### src/rtl/special_box_pkg.sv
// Shared encodings for the multi-box special glyph painter.
// Box kinds, RGB colour constants and the transaction state enum.
package special_box_pkg;

  typedef enum logic [1:0] {
    K_PLUS  = 2'b00,
    K_MINUS = 2'b01,
    K_CLEAR = 2'b10,
    K_SKIP  = 2'b11
  } box_kind_t;

  localparam logic [2:0] WHITE = 3'b111;
  localparam logic [2:0] GREEN = 3'b010;
  localparam logic [2:0] RED   = 3'b100;
  localparam logic [2:0] BLACK = 3'b000;

  typedef enum logic [1:0] {
    S_IDLE,
    S_SCAN,
    S_DRAW,
    S_FINISH
  } state_t;

endpackage

### src/rtl/special_box_glyph.sv
// Combinational (kind, cx, cy) -> colour lookup for one box glyph.
// SPECIAL_BOX_BORDER_EN darkens the perimeter of plus/minus boxes.
module special_box_glyph
  import special_box_pkg::*;
#(
  parameter int BOX_PX = 9,
  parameter int CW     = $clog2(BOX_PX)
) (
  input  box_kind_t       kind,
  input  logic [CW-1:0]   cx,
  input  logic [CW-1:0]   cy,
  output logic [2:0]      colour
);

  localparam logic [CW-1:0] LO   = CW'(BOX_PX / 2 - 1);
  localparam logic [CW-1:0] MID  = CW'(BOX_PX / 2);
  localparam logic [CW-1:0] HI   = CW'(BOX_PX / 2 + 1);
  localparam logic [CW-1:0] LAST = CW'(BOX_PX - 1);

  logic edge_x;
  logic band_x;
  logic band_y;

  assign edge_x = (cx == '0) || (cx == LAST);
  assign band_x = (cx == LO) || (cx == MID) || (cx == HI);
  assign band_y = (cy == LO) || (cy == MID) || (cy == HI);

`ifdef SPECIAL_BOX_BORDER_EN
  logic edge_y;
  assign edge_y = (cy == '0) || (cy == LAST);
`endif

  always_comb begin
    colour = WHITE;
    if (kind == K_CLEAR)
      colour = BLACK;
`ifdef SPECIAL_BOX_BORDER_EN
    else if (edge_x || edge_y)
      colour = BLACK;
`endif
    else if (band_y)
      colour = edge_x ? WHITE
             : (kind == K_PLUS) ? GREEN : RED;
    else if (kind == K_PLUS && band_x)
      colour = GREEN;
  end

endmodule

### src/rtl/special_box_draw_multi.sv
// Draws up to NUM_BOXES glyph boxes per start/done transaction, one pixel per cycle.
// Optional dark frame on plus/minus boxes via SPECIAL_BOX_BORDER_EN.
module special_box_draw_multi
  import special_box_pkg::*;
#(
  parameter int NUM_BOXES = 4,
  parameter int COORD_W   = 5,
  parameter int LOC_W     = 9,
  parameter int CELL_PX   = 10,
  parameter int BOX_PX    = 9,
  parameter int X_ORIGIN  = 80,
  parameter int Y_ORIGIN  = 0
) (
  input  logic                           clk,
  input  logic                           resetn,
  input  logic                           start,
  input  logic [NUM_BOXES-1:0]           box_en,
  input  logic [NUM_BOXES*COORD_W-1:0]   box_x,
  input  logic [NUM_BOXES*COORD_W-1:0]   box_y,
  input  logic [NUM_BOXES*2-1:0]         box_kind,
  output logic [LOC_W-1:0]               x_loc,
  output logic [LOC_W-1:0]               y_loc,
  output logic [2:0]                     colour,
  output logic                           plot,
  output logic                           busy,
  output logic                           done
);

  localparam int CW = $clog2(BOX_PX);
  localparam int IW = (NUM_BOXES > 1) ? $clog2(NUM_BOXES) : 1;
  localparam int PW = LOC_W + 4;
  localparam logic [CW-1:0] LAST = CW'(BOX_PX - 1);
  localparam logic [IW-1:0] LAST_SLOT = IW'(NUM_BOXES - 1);

  state_t                         state;
  logic [NUM_BOXES-1:0]           en_q;
  logic [NUM_BOXES*COORD_W-1:0]   x_q;
  logic [NUM_BOXES*COORD_W-1:0]   y_q;
  logic [NUM_BOXES*2-1:0]         kind_q;
  logic [IW-1:0]                  idx;
  logic [CW-1:0]                  cx;
  logic [CW-1:0]                  cy;

  box_kind_t          kind;
  logic [COORD_W-1:0] bx;
  logic [COORD_W-1:0] by;
  logic               drawable;
  logic               last_px;
  logic               last_slot;
  logic [CW-1:0]      ncx;
  logic [CW-1:0]      ncy;
  logic [CW-1:0]      gx;
  logic [CW-1:0]      gy;
  logic [PW-1:0]      px;
  logic [PW-1:0]      py;
  logic [2:0]         glyph_colour;

  assign kind      = box_kind_t'(kind_q[{idx, 1'b0} +: 2]);
  assign bx        = x_q[idx*COORD_W +: COORD_W];
  assign by        = y_q[idx*COORD_W +: COORD_W];
  assign drawable  = en_q[idx] && (kind != K_SKIP);
  assign last_px   = (cx == LAST) && (cy == LAST);
  assign last_slot = (idx == LAST_SLOT);
  assign ncx       = (cx == LAST) ? '0 : cx + 1'b1;
  assign ncy       = (cx == LAST) ? cy + 1'b1 : cy;

  // Outputs are registered: look up the pixel about to be shown.
  assign gx = (state == S_DRAW) ? ncx : '0;
  assign gy = (state == S_DRAW) ? ncy : '0;
  assign px = PW'(X_ORIGIN) + PW'(bx) * PW'(CELL_PX) + PW'(gx);
  assign py = PW'(Y_ORIGIN) + PW'(by) * PW'(CELL_PX) + PW'(gy);

  special_box_glyph #(
    .BOX_PX (BOX_PX),
    .CW     (CW)
  ) u_glyph (
    .kind   (kind),
    .cx     (gx),
    .cy     (gy),
    .colour (glyph_colour)
  );

  always_ff @(posedge clk) begin
    if (!resetn) begin
      state  <= S_IDLE;
      en_q   <= '0;
      x_q    <= '0;
      y_q    <= '0;
      kind_q <= '0;
      idx    <= '0;
      cx     <= '0;
      cy     <= '0;
      x_loc  <= '0;
      y_loc  <= '0;
      colour <= '0;
      plot   <= 1'b0;
      busy   <= 1'b0;
      done   <= 1'b0;
    end else begin
      x_loc  <= '0;
      y_loc  <= '0;
      colour <= '0;
      plot   <= 1'b0;
      done   <= 1'b0;
      unique case (state)
        S_IDLE: begin
          if (start) begin
            en_q   <= box_en;
            x_q    <= box_x;
            y_q    <= box_y;
            kind_q <= box_kind;
            idx    <= '0;
            busy   <= 1'b1;
            state  <= S_SCAN;
          end
        end
        S_SCAN: begin
          if (drawable) begin
            cx     <= '0;
            cy     <= '0;
            plot   <= 1'b1;
            x_loc  <= px[LOC_W-1:0];
            y_loc  <= py[LOC_W-1:0];
            colour <= glyph_colour;
            state  <= S_DRAW;
          end else if (last_slot) begin
            busy  <= 1'b0;
            done  <= 1'b1;
            state <= S_FINISH;
          end else begin
            idx <= idx + 1'b1;
          end
        end
        S_DRAW: begin
          if (!last_px) begin
            cx     <= ncx;
            cy     <= ncy;
            plot   <= 1'b1;
            x_loc  <= px[LOC_W-1:0];
            y_loc  <= py[LOC_W-1:0];
            colour <= glyph_colour;
          end else if (last_slot) begin
            busy  <= 1'b0;
            done  <= 1'b1;
            state <= S_FINISH;
          end else begin
            idx   <= idx + 1'b1;
            state <= S_SCAN;
          end
        end
        S_FINISH: state <= S_IDLE;
        default:  state <= S_IDLE;
      endcase
    end
  end

endmodule

### config.mk
export PLATFORM = sky130hd
export DESIGN_NAME = special_box_draw_multi
export DESIGN_NICKNAME = d
export VERILOG_FILES = /design/src/rtl/special_box_pkg.sv /design/src/rtl/special_box_glyph.sv /design/src/rtl/special_box_draw_multi.sv
export SDC_FILE = /design/constraint.sdc
export NUM_CORES = 1
export LEC_CHECK = 0
export CAP_MARGIN = 10
export CELL_PAD_IN_SITES_DETAIL_PLACEMENT = 1
export CELL_PAD_IN_SITES_GLOBAL_PLACEMENT = 1
export CORE_MARGIN = 4
export CORE_UTILIZATION = 40
export DETAILED_ROUTE_END_ITERATION = 8
export PLACE_DENSITY = 0.79
export SYNTH_ARGS = -nofsm -noshare
export SYNTH_HDL_FRONTEND = slang
export SYNTH_SLANG_ARGS = --single-unit
### constraint.sdc
create_clock -name clk -period 5.12 [get_ports clk]
set_clock_uncertainty 0.2 [all_clocks]
set_input_delay 1.024 -clock clk [delete_from_list [all_inputs] [get_ports clk]]
set_output_delay 1.024 -clock clk [all_outputs]
set_load 0.005 [all_outputs]
# [Word-level counts from Yosys, hierarchy flattened]
# Index checks and enable logic that the tools add are counted.
[totals] ff_bits=88 in_bits=55 output_inout_bits=24 word_cells=113
[classes] order_cmp=1 add_sub_neg=6 mux=48 reduce_logical=17 shifts=3 mul=3 eq_ne=21
[ops] cell="$shiftx 20x6->5" n=2
[ops] cell="$mux 9" n=4
[ops] cell="$pmux 9 s2" n=2
[ops] cell="$mux 4" n=7
[ops] cell="$mux 3" n=7
[ops] cell="$add 9x4->9" n=2
[ops] cell="$mux 2" n=9
[ops] cell="$eq 4x3->1 const B" n=4
[ops] cell="$mul 5x3->8 const B" n=2
[ops] cell="$pmux 4 s2" n=2
[ops] cell="$eq 4x4->1 const B" n=3
[ops] cell="$ne 2x2->1 const B" n=6
[ops] cell="$mux 1" n=10
[ops] cell="$add 7x9->9 const A" n=1
[ops] cell="$add 4x1->4 const B" n=2
[ops] cell="$eq 2x2->1 const B" n=4
[ops] cell="$eq 4x2->1 const B" n=2
[ops] cell="$pmux 2 s4" n=1
[ops] cell="$shiftx 8x4->2" n=1
[ops] cell="$pmux 2 s3" n=1
[ops] cell="$pmux 3 s2" n=1
[ops] cell="$reduce_and 3->1" n=2
[ops] cell="$logic_or 1x1->1" n=5
[ops] cell="$mul 2x3->5 const B" n=1
[ops] cell="14 further kinds" n=18

# [Depth between registers and ports, before layout]
# Gate-level depths: netlist (run 1).
[logic_depth] word_depth=12 mapped_depth=13 mapped_depth_nobuf=12

# [Cells and area by module]
# From an unflattened synthesis (run 1), not the netlist that was laid out.
[hier_totals] cells_unflattened=513 hier_area_um2=4599.4
[by_module_without_submodules] module="special_box_draw_multi" n_inst=1 area_each_um2=4518.1 cells_each=501
[by_module_without_submodules] module="special_box_glyph" n_inst=1 area_each_um2=81.3 cells_each=12

# [Worst setup path before layout (run 1)]
# OpenSTA, ideal clock, no wires.
[synth_path] path_kind="reg2reg" startpoint="register idx[0]" endpoint="register y_loc[7]" t_required_ns=4.799 path_stages_with_launch=12 arrival_ns=3.474 path_slack_ns=1.326 cell_sequence="dfxtp_1 -> buf_6 -> clkbuf_1 -> mux4_2 -> ha_1 -> ha_1 -> fa_1 -> nand2_1 -> a2111oi_0 -> o21ai_0 -> o211ai_1 -> mux2_2"
[synth_via] elab_chain_len=6 word_cells_on_any_way=12 cone_classes="add/sub: 1; mul: 2; eq/ne: 1; shift: 2; mux: 5; reduce/logical: 1"
[synth_lines] item="from (decl)" line_no="special_box_draw_multi.sv:40" source="logic [IW-1:0] idx;"
[synth_lines] item="from (signal assigned)" line_no="special_box_draw_multi.sv:131" source="idx <= idx + 1'b1;"
[synth_lines] item="from (signal assigned)" line_no="special_box_draw_multi.sv:147" source="idx <= idx + 1'b1;"
[synth_lines] item="$mul 2x3->5" line_no="special_box_draw_multi.sv:60" source="assign by = y_q[idx*COORD_W +: COORD_W];"
[synth_lines] item="$shiftx 20x6->5" line_no="special_box_draw_multi.sv:60"
[synth_lines] item="$mul 5x3->8" line_no="special_box_draw_multi.sv:71" source="assign py = PW'(Y_ORIGIN) + PW'(by) * PW'(CELL_PX) + PW'(gy);"
[synth_lines] item="$add 9x4->9" line_no="special_box_draw_multi.sv:71"
[synth_lines] item="$mux 9, on equally long branches" line_no="special_box_draw_multi.sv:135, special_box_draw_multi.sv:118"
[synth_lines] item="$pmux 9 s2 (*)" line_no="special_box_draw_multi.sv:105" source="unique case (state)"
[synth_lines] item="to (signal assigned)" line_no="special_box_draw_multi.sv:123" source="y_loc <= py[LOC_W-1:0];"
[synth_lines] item="to (signal assigned)" line_no="special_box_draw_multi.sv:140" source="y_loc <= py[LOC_W-1:0];"
[synth_lines] item="to (decl)" line_no="special_box_draw_multi.sv:22" source="output logic [LOC_W-1:0] y_loc,"
# Mark *: on every way between the ends. The rest lies on a longest branch, timed or not. The select of a mux whose other input is x is not followed.
# A chain may end at the register's enable or synchronous reset.

# [Final worst setup path (run 1)]
[layout_path] startpoint="register idx[1]" endpoint="register y_loc[7]"
# The elaborated chain is that of the path after synthesis.

==> results of run 1 <==
[cells in the mapped netlist, types with 5 or more instances]
cell	number
nor2b_1	13
inv_1	23
dfxtp_1	88
a21boi_0	5
nand2_1	126
xor2_1	5
nor2_1	25
ha_1	27
o21ai_0	7
a21oi_1	63
mux4_2	13
nor3_1	7
and2_1	7
clkbuf_1	22
mux2i_1	6
[per-stage QoR]
step	area, um^2	instances	total power, W	hold slack, ns
finish	5760	739	0.00232	0.258
global route	5760	739	0.00247	0.275
detailed placement	5440	723	0.00163	0.248
global placement	5440	723	0.00159	0.240
floorplan	4580	528	0.00140	0.233
CTS	5760	739	0.00234	0.257
[power breakdown]
part           internal [W]  switching (W)
Clock              0.000428       0.000276
Sequential         0.000773      0.0000596
Combinational      0.000328       0.000453
Total               0.00153       0.000789
[logic make-up after synthesis]
| family | count (synthesis) | share of synthesized area (%) |
|---|---|---|
| AOI/OAI and AO/OA | 119 | 17.2 |
| xor gates and xnor gates | 9 | 1.72 |
| adders and majority gates | 31 | 9.12 |
| buffers and inverters | 52 | 4.86 |
| DFF | 88 | 38.4 |
| muxes | 22 | 8.44 |
| and+or+nand+nor | 207 | 20.2 |
[layer usage]
layer	share of wire, %	vias up
met5	0	-
met2	49	76
met4	2.1	0
li1	-	1957
met3	3.2	20
met1	46	1925
[flip-flops by register name (all words and copies together) (netlist names), 2 cells and up]
name / cells
x_q: 20
cy: 4
colour: 3
y_loc: 9
x_loc: 9
y_q: 20
en_q: 4
state: 2
cx: 4
idx: 2
kind_q: 8
[cell type report]
| cell class | instances | area, um^2 | share of cell area, % |
|---|---|---|---|
| flip-flops and latches | 88 | 1760 | 30.6 |
| clock inverters | 5 | 81.3 | 1.41 |
| clock buffers | 11 | 233 | 4.04 |
| well taps | 140 | 175 | 3.04 |
| repair buffers | 83 | 818 | 14.2 |
| multi-input cells | 388 | 2600 | 45.1 |
| inverters | 24 | 90.1 | 1.56 |
[worst register-to-register path, cell delays in order (launching register included)]
cell and delay, ns:
dfxtp_1 0.80, mux4_2 0.62, ha_1 0.30, ha_1 0.23, fa_1 0.53, nand2_1 0.13, a2111oi_0 0.40, o21ai_0 0.14
o211ai_1 0.10, mux2_2 0.35
[worst paths after layout]
check,start,depth (start not counted),slack [ns],to
setup / recovery,idx[1],9,1.22,y_loc[7]
hold / removal,en_q[0],2,0.26,en_q[0]
setup reg to reg,idx[1],9,1.22,y_loc[7]
hold reg to reg,en_q[0],2,0.26,en_q[0]
==> impl_metrics.env, run 1 <==
export IMPL_status="complete, no violations"
export IMPL_setup_viol=0
export IMPL_grt_max_degree=61
export IMPL_max_freq_ghz=0.257
export IMPL_totalWireLength_um=12300
export IMPL_synth_seq_cells=88
export IMPL_ioPinCount=79
export IMPL_layout_setup_ws_ns=1.22
export IMPL_maxSlewHeadroom_pct=47.0
export IMPL_grt_remaining_overflow=0
export IMPL_use_met1_pct=25.5
export IMPL_fin_nets=680
export IMPL_syn_cell_area_um2=4580
export IMPL_num_antenna_cells=0
export IMPL_gr_usage_met2_pct=33.6
export IMPL_die_x_um=115
export IMPL_path_class="flip-flop to flip-flop"
export IMPL_clock_root_buffer="clkbuf_16"
export IMPL_initial_utilization_pct=41.5
export IMPL_ctsHoldBuffers=0
export IMPL_finalCriticalPeriod_ns=3.90
export IMPL_utilization_pct=52.2
export IMPL_rsz0062_at_grt="no"
export IMPL_p_leak_nw=2.16
export IMPL_cts_tree="done"
export IMPL_synth_ff_type="dfxtp_1"
export IMPL_nFillCells=1326
export IMPL_worstSetupStartpointType="flip-flop"
export IMPL_async_reset_ff_share_pct=0
export IMPL_crit_buf_inv=0
export IMPL_cp_arrival_ns=3.93
export IMPL_cts_htree_levels=3
export IMPL_avgSynthCellArea_um2=8.68
export IMPL_maxCapViolCount=0
export IMPL_critPathTopFamily="adder cells"
export IMPL_io_buffers=78
export IMPL_clock_sinks=88
export IMPL_antenna_left=0
export IMPL_grt_pass1_wl_um=20900
export IMPL_synth_edf_count=0
export IMPL_slowest_delay_ns=0.80
export IMPL_yosysWarnings=0
export IMPL_synth_area_leaders="dfxtp_1 (38%), nand2_1 (10%), ha_1 (7.4%)"
export IMPL_wire_per_inst_um=16.6
export IMPL_finalHoldViolCount=0
export IMPL_fp_dieArea_um2=13200
export IMPL_yosysSeqAreaShare_pct=38.4
export IMPL_path_max_fanout=15
export IMPL_required_ns=5.15
export IMPL_path_cells="mux4_2 > ha_1 > ha_1 > fa_1 > nand2_1 > a2111oi_0 > o21ai_0 > o211ai_1 > mux2_2"
export IMPL_grt_busiest_layer="met2"
export IMPL_crit_slowest_cell="dfxtp_1"
export IMPL_die_h_um=115
export IMPL_antenna_found_initial=0
export IMPL_drive_gt1_share_pct=7.51
export IMPL_path_common_cell="ha_1"
export IMPL_clkTransAtPathRegs_ns=0.06
export IMPL_dp_slack_ns=1.27
export IMPL_numCtsBuffers=9
export IMPL_synthToLayoutAreaGrowth_pct=25.7
export IMPL_place_hpwl_um=9040
export IMPL_netlist_instances=528
export IMPL_drc=0
export IMPL_grtUsageMet3_pct=2.47
export IMPL_grt_pass1_vias=4220
export IMPL_drt_initial_drc_count=126
export IMPL_final_common_cell="nand2_1"
export IMPL_power_density_nw_per_um2=403
export IMPL_hold_path_class="flip-flop to flip-flop"
export IMPL_synth_net_count=614
export IMPL_grt_total_usage_pct=19.7
export IMPL_cp_end_kind="flip-flop"
export IMPL_num_vias=3978
export IMPL_yosysTopAreaCellShare_pct=38.4
export IMPL_cts_resized_gates=0
export IMPL_yosysTopAreaCell="dfxtp_1"
export IMPL_fp_coreArea_um2=11000
export IMPL_worst_pin_slew_ns=0.787
export IMPL_dr_pass1_iters=5
export IMPL_ir_drop_mv=0.162
export IMPL_final_cell_mix="nand2_1 (126), dfxtp_1 (88), clkdlybuf4s50_1 (78), a21oi_1 (63), ha_1 (27)"
export IMPL_synth_cell_type_count=60
export IMPL_finalSetupTns_ns=0
export IMPL_postCtsSetupBuffers=0
export IMPL_clk_insertion_delay_late_ns=0.34
export IMPL_maxSlewViolCount=0
export IMPL_clockBufferDepth=2
export IMPL_timing_final_crit_share_pct=76.1
export IMPL_place_gp_congestion=0.788
export IMPL_vias_per_cell=5.38
export IMPL_core_rowCount=38
No activity file was read; power rests on OpenSTA's default activity.
==> run 2: changes to the inputs <==
==> constraint.sdc (replaced) <==
create_clock -name clk -period 3.7 [get_ports clk]
set_clock_uncertainty 0.2 [all_clocks]
set_input_delay 0.74 -clock clk [delete_from_list [all_inputs] [get_ports clk]]
set_output_delay 0.74 -clock clk [all_outputs]
set_load 0.005 [all_outputs]
==> impl_metrics.env, run 2 (synthesis gave the netlist of run 1 again) <==
export IMPL_cp_end_kind="flip-flop"
export IMPL_core_rowCount=38
export IMPL_dp_slack_ns=0.0691
export IMPL_antenna_left=0
export IMPL_synthToLayoutAreaGrowth_pct=26.8
export IMPL_die_x_um=115
export IMPL_vias_per_cell=5.37
export IMPL_clock_root_buffer="clkbuf_16"
export IMPL_grt_total_usage_pct=19.5
export IMPL_totalWireLength_um=12600
export IMPL_worst_pin_slew_ns=0.742
export IMPL_worstSetupStartpointType="flip-flop"
export IMPL_hold_path_class="flip-flop to flip-flop"
export IMPL_cts_htree_levels=3
export IMPL_dr_pass1_iters=4
export IMPL_place_gp_congestion=0.821
export IMPL_grt_max_degree=61
export IMPL_final_cell_mix="nand2_1 (126), dfxtp_1 (86), clkdlybuf4s50_1 (78), a21oi_1 (63), ha_1 (26)"
export IMPL_grt_remaining_overflow=0
export IMPL_max_freq_ghz=0.285
export IMPL_num_vias=4010
export IMPL_numCtsBuffers=9
export IMPL_maxSlewViolCount=0
export IMPL_path_class="flip-flop to flip-flop"
export IMPL_clock_sinks=88
export IMPL_fp_dieArea_um2=13200
export IMPL_reg_top3="x_q: 20 flops, y_q: 20 flops"
export IMPL_antenna_found_initial=0
export IMPL_fp_coreArea_um2=11000
export IMPL_required_ns=3.73
export IMPL_finalCriticalPeriod_ns=3.51
export IMPL_maxSlewHeadroom_pct=50.0
export IMPL_dp_cells=729
export IMPL_p_leak_nw=2.19
export IMPL_grt_pass1_vias=4249
export IMPL_ioPinCount=79
export IMPL_status="complete, no violations"
export IMPL_drt_initial_drc_count=248
export IMPL_clk_insertion_delay_late_ns=0.34
export IMPL_die_h_um=115
export IMPL_cts_tree="done"
export IMPL_grt_pass1_wl_um=20700
export IMPL_finalSetupTns_ns=0
export IMPL_wire_per_inst_um=16.8
export IMPL_final_area_um2=5810
export IMPL_num_antenna_cells=0
export IMPL_clkTransAtPathRegs_ns=0.07
export IMPL_drive_gt1_share_pct=9.56
export IMPL_final_common_cell="nand2_1"
export IMPL_power_density_nw_per_um2=539
export IMPL_crit_start="idx[0]"
export IMPL_place_hpwl_um=9320
export IMPL_cp_arrival_ns=3.54
export IMPL_io_buffers=78
export IMPL_worstHoldStart="kind_q[6]"
export IMPL_placed_area_um2=5490
export IMPL_reg2reg_slack_ns=0.19
export IMPL_power_w=0.00313
export IMPL_timing_final_crit_share_pct=94.9
export IMPL_ir_drop_mv=0.244
export IMPL_initial_utilization_pct=41.5
export IMPL_path_max_fanout=10
export IMPL_maxCapViolCount=0
export IMPL_layout_setup_ws_ns=0.189
export IMPL_fin_nets=688
export IMPL_setup_viol=0
export IMPL_finalHoldViolCount=0
export IMPL_drc=0
export IMPL_r2r_start="idx[0]"
export IMPL_instances_no_fill=747
export IMPL_clockBufferDepth=2
==> run 2: changes by cell type in the layout (fill, tap and decap cells not counted), moves of 2 or more <==
cell and delta:
dfxtp_2 +2, buf_4 +7, clkbuf_8 +2, bufinv_16 -2
dfxtp_1 -2
==> run 2: cell type report <==
type,instances,area [um^2]
clock buffer,12,256
clock inverter,4,27.5
fill,1287,5220
inverter,24,90.1
multi-input combinational,388,2610
sequential,88,1760
tap,140,175
timing repair buffer,91,882
==> run 2: worst paths after layout <==
kind,end,depth (start not counted)
worst max register to register,y_loc[7],10
worst min register to register,kind_q[6],2
worst min-delay path,kind_q[6],2
worst max-delay path,y_loc[7],10
==> run 2: power breakdown <==
| part | switching [W] | internal (W) | total [W] |
|---|---|---|---|
| logic | 0.000653 | 0.000465 | 0.00112 |
| registers | 0.0000747 | 0.00107 | 0.00115 |
| clock network | 0.000375 | 0.000493 | 0.000869 |
| total | 0.00110 | 0.00203 | 0.00313 |
==> run 2: stage by stage <==
step | hold WS, ns | utilization (%)
floorplan | 0.233 | -
global placement | 0.241 | 49.8
detailed placement | 0.248 | 49.8
CTS | 0.262 | 52.3
global route | 0.278 | 52.7
finish | 0.260 | 52.7
==> run 2: repair_timing <==
item | CTS | global route
setup endpoints to repair | 0 | 1
endpoints found under the hold margin | 0 | 0
gates resized for setup | 0 | 8
buffers inserted | 0 | 2
hold buffers | 0 | 0
==> run 2: critical path, cell delays in order (launching register included) <==
cell and delay [ns]:
dfxtp_1 0.38, buf_6 0.19, mux4_2 0.54, ha_1 0.21
ha_1 0.20, fa_1 0.54, nand2_1 0.14, a2111oi_0 0.36
o21ai_0 0.17, o211ai_1 0.12, mux2_2 0.35
==> run 2: layer usage <==
layer  routed length [um]  vias up  part of all wire [%]  track usage [%]
met5                    0        -                     0                0
met4                  239        0                   1.9             6.42
met3                  474       21                   3.8             3.32
met2                 6200       97                    49             32.5
met1                 5670     1914                    45             25.8
li1                     -     1978                     -                -
==> run 3: changes to the inputs <==
--- a/config.mk
+++ b/config.mk
@@ -12,6 +12,7 @@
 export CORE_UTILIZATION = 40
 export DETAILED_ROUTE_END_ITERATION = 8
 export PLACE_DENSITY = 0.79
+export SETUP_SLACK_MARGIN = 0.5
 export SYNTH_ARGS = -nofsm -noshare
 export SYNTH_HDL_FRONTEND = slang
 export SYNTH_SLANG_ARGS = --single-unit
==> impl_metrics.env, run 3 (synthesis gave the netlist of run 1 again) <==
export IMPL_maxCapViolCount=0
export IMPL_ir_drop_mv=0.224
export IMPL_max_freq_ghz=0.303
export IMPL_die_h_um=115
export IMPL_dp_cells=728
export IMPL_crit_path_end="y_loc[7]"
export IMPL_cp_end_kind="flip-flop"
export IMPL_maxSlewViolCount=0
export IMPL_numCtsBuffers=9
export IMPL_rsz0062_at_grt="yes"
export IMPL_use_met1_pct=26.6
export IMPL_cts_htree_levels=3
export IMPL_reg2regPathDepth=9
export IMPL_place_hpwl_um=9490
export IMPL_path_class="flip-flop to flip-flop"
export IMPL_finalSetupTns_ns=0
export IMPL_num_antenna_cells=0
export IMPL_final_cell_mix="nand2_1 (124), dfxtp_1 (81), clkdlybuf4s50_1 (78), a21oi_1 (60), buf_4 (27)"
export IMPL_vias_per_cell=5.43
export IMPL_cts_tree="done"
export IMPL_finalCriticalPeriod_ns=3.30
export IMPL_timing_final_crit_share_pct=89.1
export IMPL_io_buffers=78
export IMPL_clk_insertion_delay_late_ns=0.34
export IMPL_drc=0
export IMPL_antenna_found_initial=0
export IMPL_drt_initial_drc_count=98
export IMPL_core_rowCount=38
export IMPL_p_leak_nw=2.32
export IMPL_clock_root_buffer="clkbuf_16"
export IMPL_grt_max_degree=61
export IMPL_worst_pin_slew_ns=0.802
export IMPL_status="complete, no violations"
export IMPL_reg_top3="x_q: 20 flops, y_q: 20 flops"
export IMPL_dr_pass1_iters=4
export IMPL_grt_remaining_overflow=0
export IMPL_num_vias=4141
export IMPL_grt_total_usage_pct=21.2
export IMPL_setup_viol=0
export IMPL_initial_utilization_pct=41.5
export IMPL_cp_arrival_ns=3.32
export IMPL_grt_pass1_wl_um=22400
export IMPL_totalWireLength_um=13800
export IMPL_required_ns=3.73
export IMPL_reg2reg_slack_ns=0.40
export IMPL_antenna_left=0
export IMPL_crit_start="idx[1]"
export IMPL_hold_path_class="flip-flop to flip-flop"
export IMPL_dp_slack_ns=0.149
export IMPL_r2r_start="idx[1]"
export IMPL_synthToLayoutAreaGrowth_pct=34.7
export IMPL_ioPinCount=79
export IMPL_instances_no_fill=762
export IMPL_r2r_end="y_loc[7]"
export IMPL_path_max_fanout=5
export IMPL_final_common_cell="nand2_1"
export IMPL_grt_pass1_vias=4561
export IMPL_grt_busiest_layer="met2"
export IMPL_clkTransAtPathRegs_ns=0.06
export IMPL_gr_usage_met2_pct=36.7
export IMPL_maxSlewHeadroom_pct=46.0
export IMPL_fp_coreArea_um2=11000
export IMPL_drive_gt1_share_pct=17.0
export IMPL_power_density_nw_per_um2=558
export IMPL_wire_per_inst_um=18.1
export IMPL_finalHoldViolCount=0
export IMPL_fin_nets=704
export IMPL_die_x_um=115
export IMPL_clockBufferDepth=2
export IMPL_worstSetupStartpointType="flip-flop"
export IMPL_grtUsageMet3_pct=2.89
export IMPL_layout_setup_ws_ns=0.404
export IMPL_fp_dieArea_um2=13200
export IMPL_place_gp_congestion=0.833
export IMPL_clock_sinks=88
## run 3: how the worst min path moves through the flow
stage                   start        end  slack, ns  depth (start not counted)
floorplan             en_q[2]    en_q[2]       0.23                          2
global placement       y_q[2]     y_q[2]       0.24                          2
detailed placement     y_q[8]     y_q[8]       0.25                          2
CTS                 kind_q[7]  kind_q[7]       0.26                          2
global route          x_q[17]    x_q[17]       0.28                          2
finish              kind_q[7]  kind_q[7]       0.26                          2
## run 3: cell type report
class,count,area [um^2]
clock buffer,12,256
clock inverter,3,65.1
fill,1269,4860
inverter,24,90.1
multi-input combinational,388,2790
sequential,88,1780
tap,140,175
timing repair buffer,107,1010
## run 3: critical path: stages (launching register included)
cell and delay, ns:
dfxtp_4 0.40, mux4_2 0.56, ha_4 0.27, ha_4 0.16, fa_2 0.56, nand2_4 0.09
a211o_1 0.26, a22oi_1 0.21, o211ai_1 0.16, mux2_4 0.32
## run 3: stage by stage
step	cell area [um^2]	hold WS [ns]	utilization, %	total power (W)
after global routing	6170	0.283	55.9	0.00364
after global placement	5560	0.240	50.4	0.00225
final	6170	0.256	55.9	0.00345
after detailed placement	5560	0.251	50.4	0.00231
after floorplan	4690	0.233	-	0.00199
after CTS	6060	0.259	54.9	0.00341
## run 3: repair_timing
action | 4_1_cts | 5_1_grt
setup endpoints to repair | 4 | 5
resized for setup | 23 | 17
pin swaps | 5 | 11
hold buffers | 0 | 0
buffers inserted | 12 | 7
## run 3: metal layers
layer | wire, um | vias to the layer above
met2 | 6820 | 97
met5 | 0 | -
met4 | 446 | 0
li1 | - | 2002
met3 | 513 | 36
met1 | 6040 | 2006
## run 3: power by group
group          switching [W]  leakage [nW]  internal, W  total, W
registers          0.0000759         0.722      0.00107   0.00115
logic               0.000721          1.44     0.000575   0.00130
clock network       0.000377         0.159     0.000624   0.00100
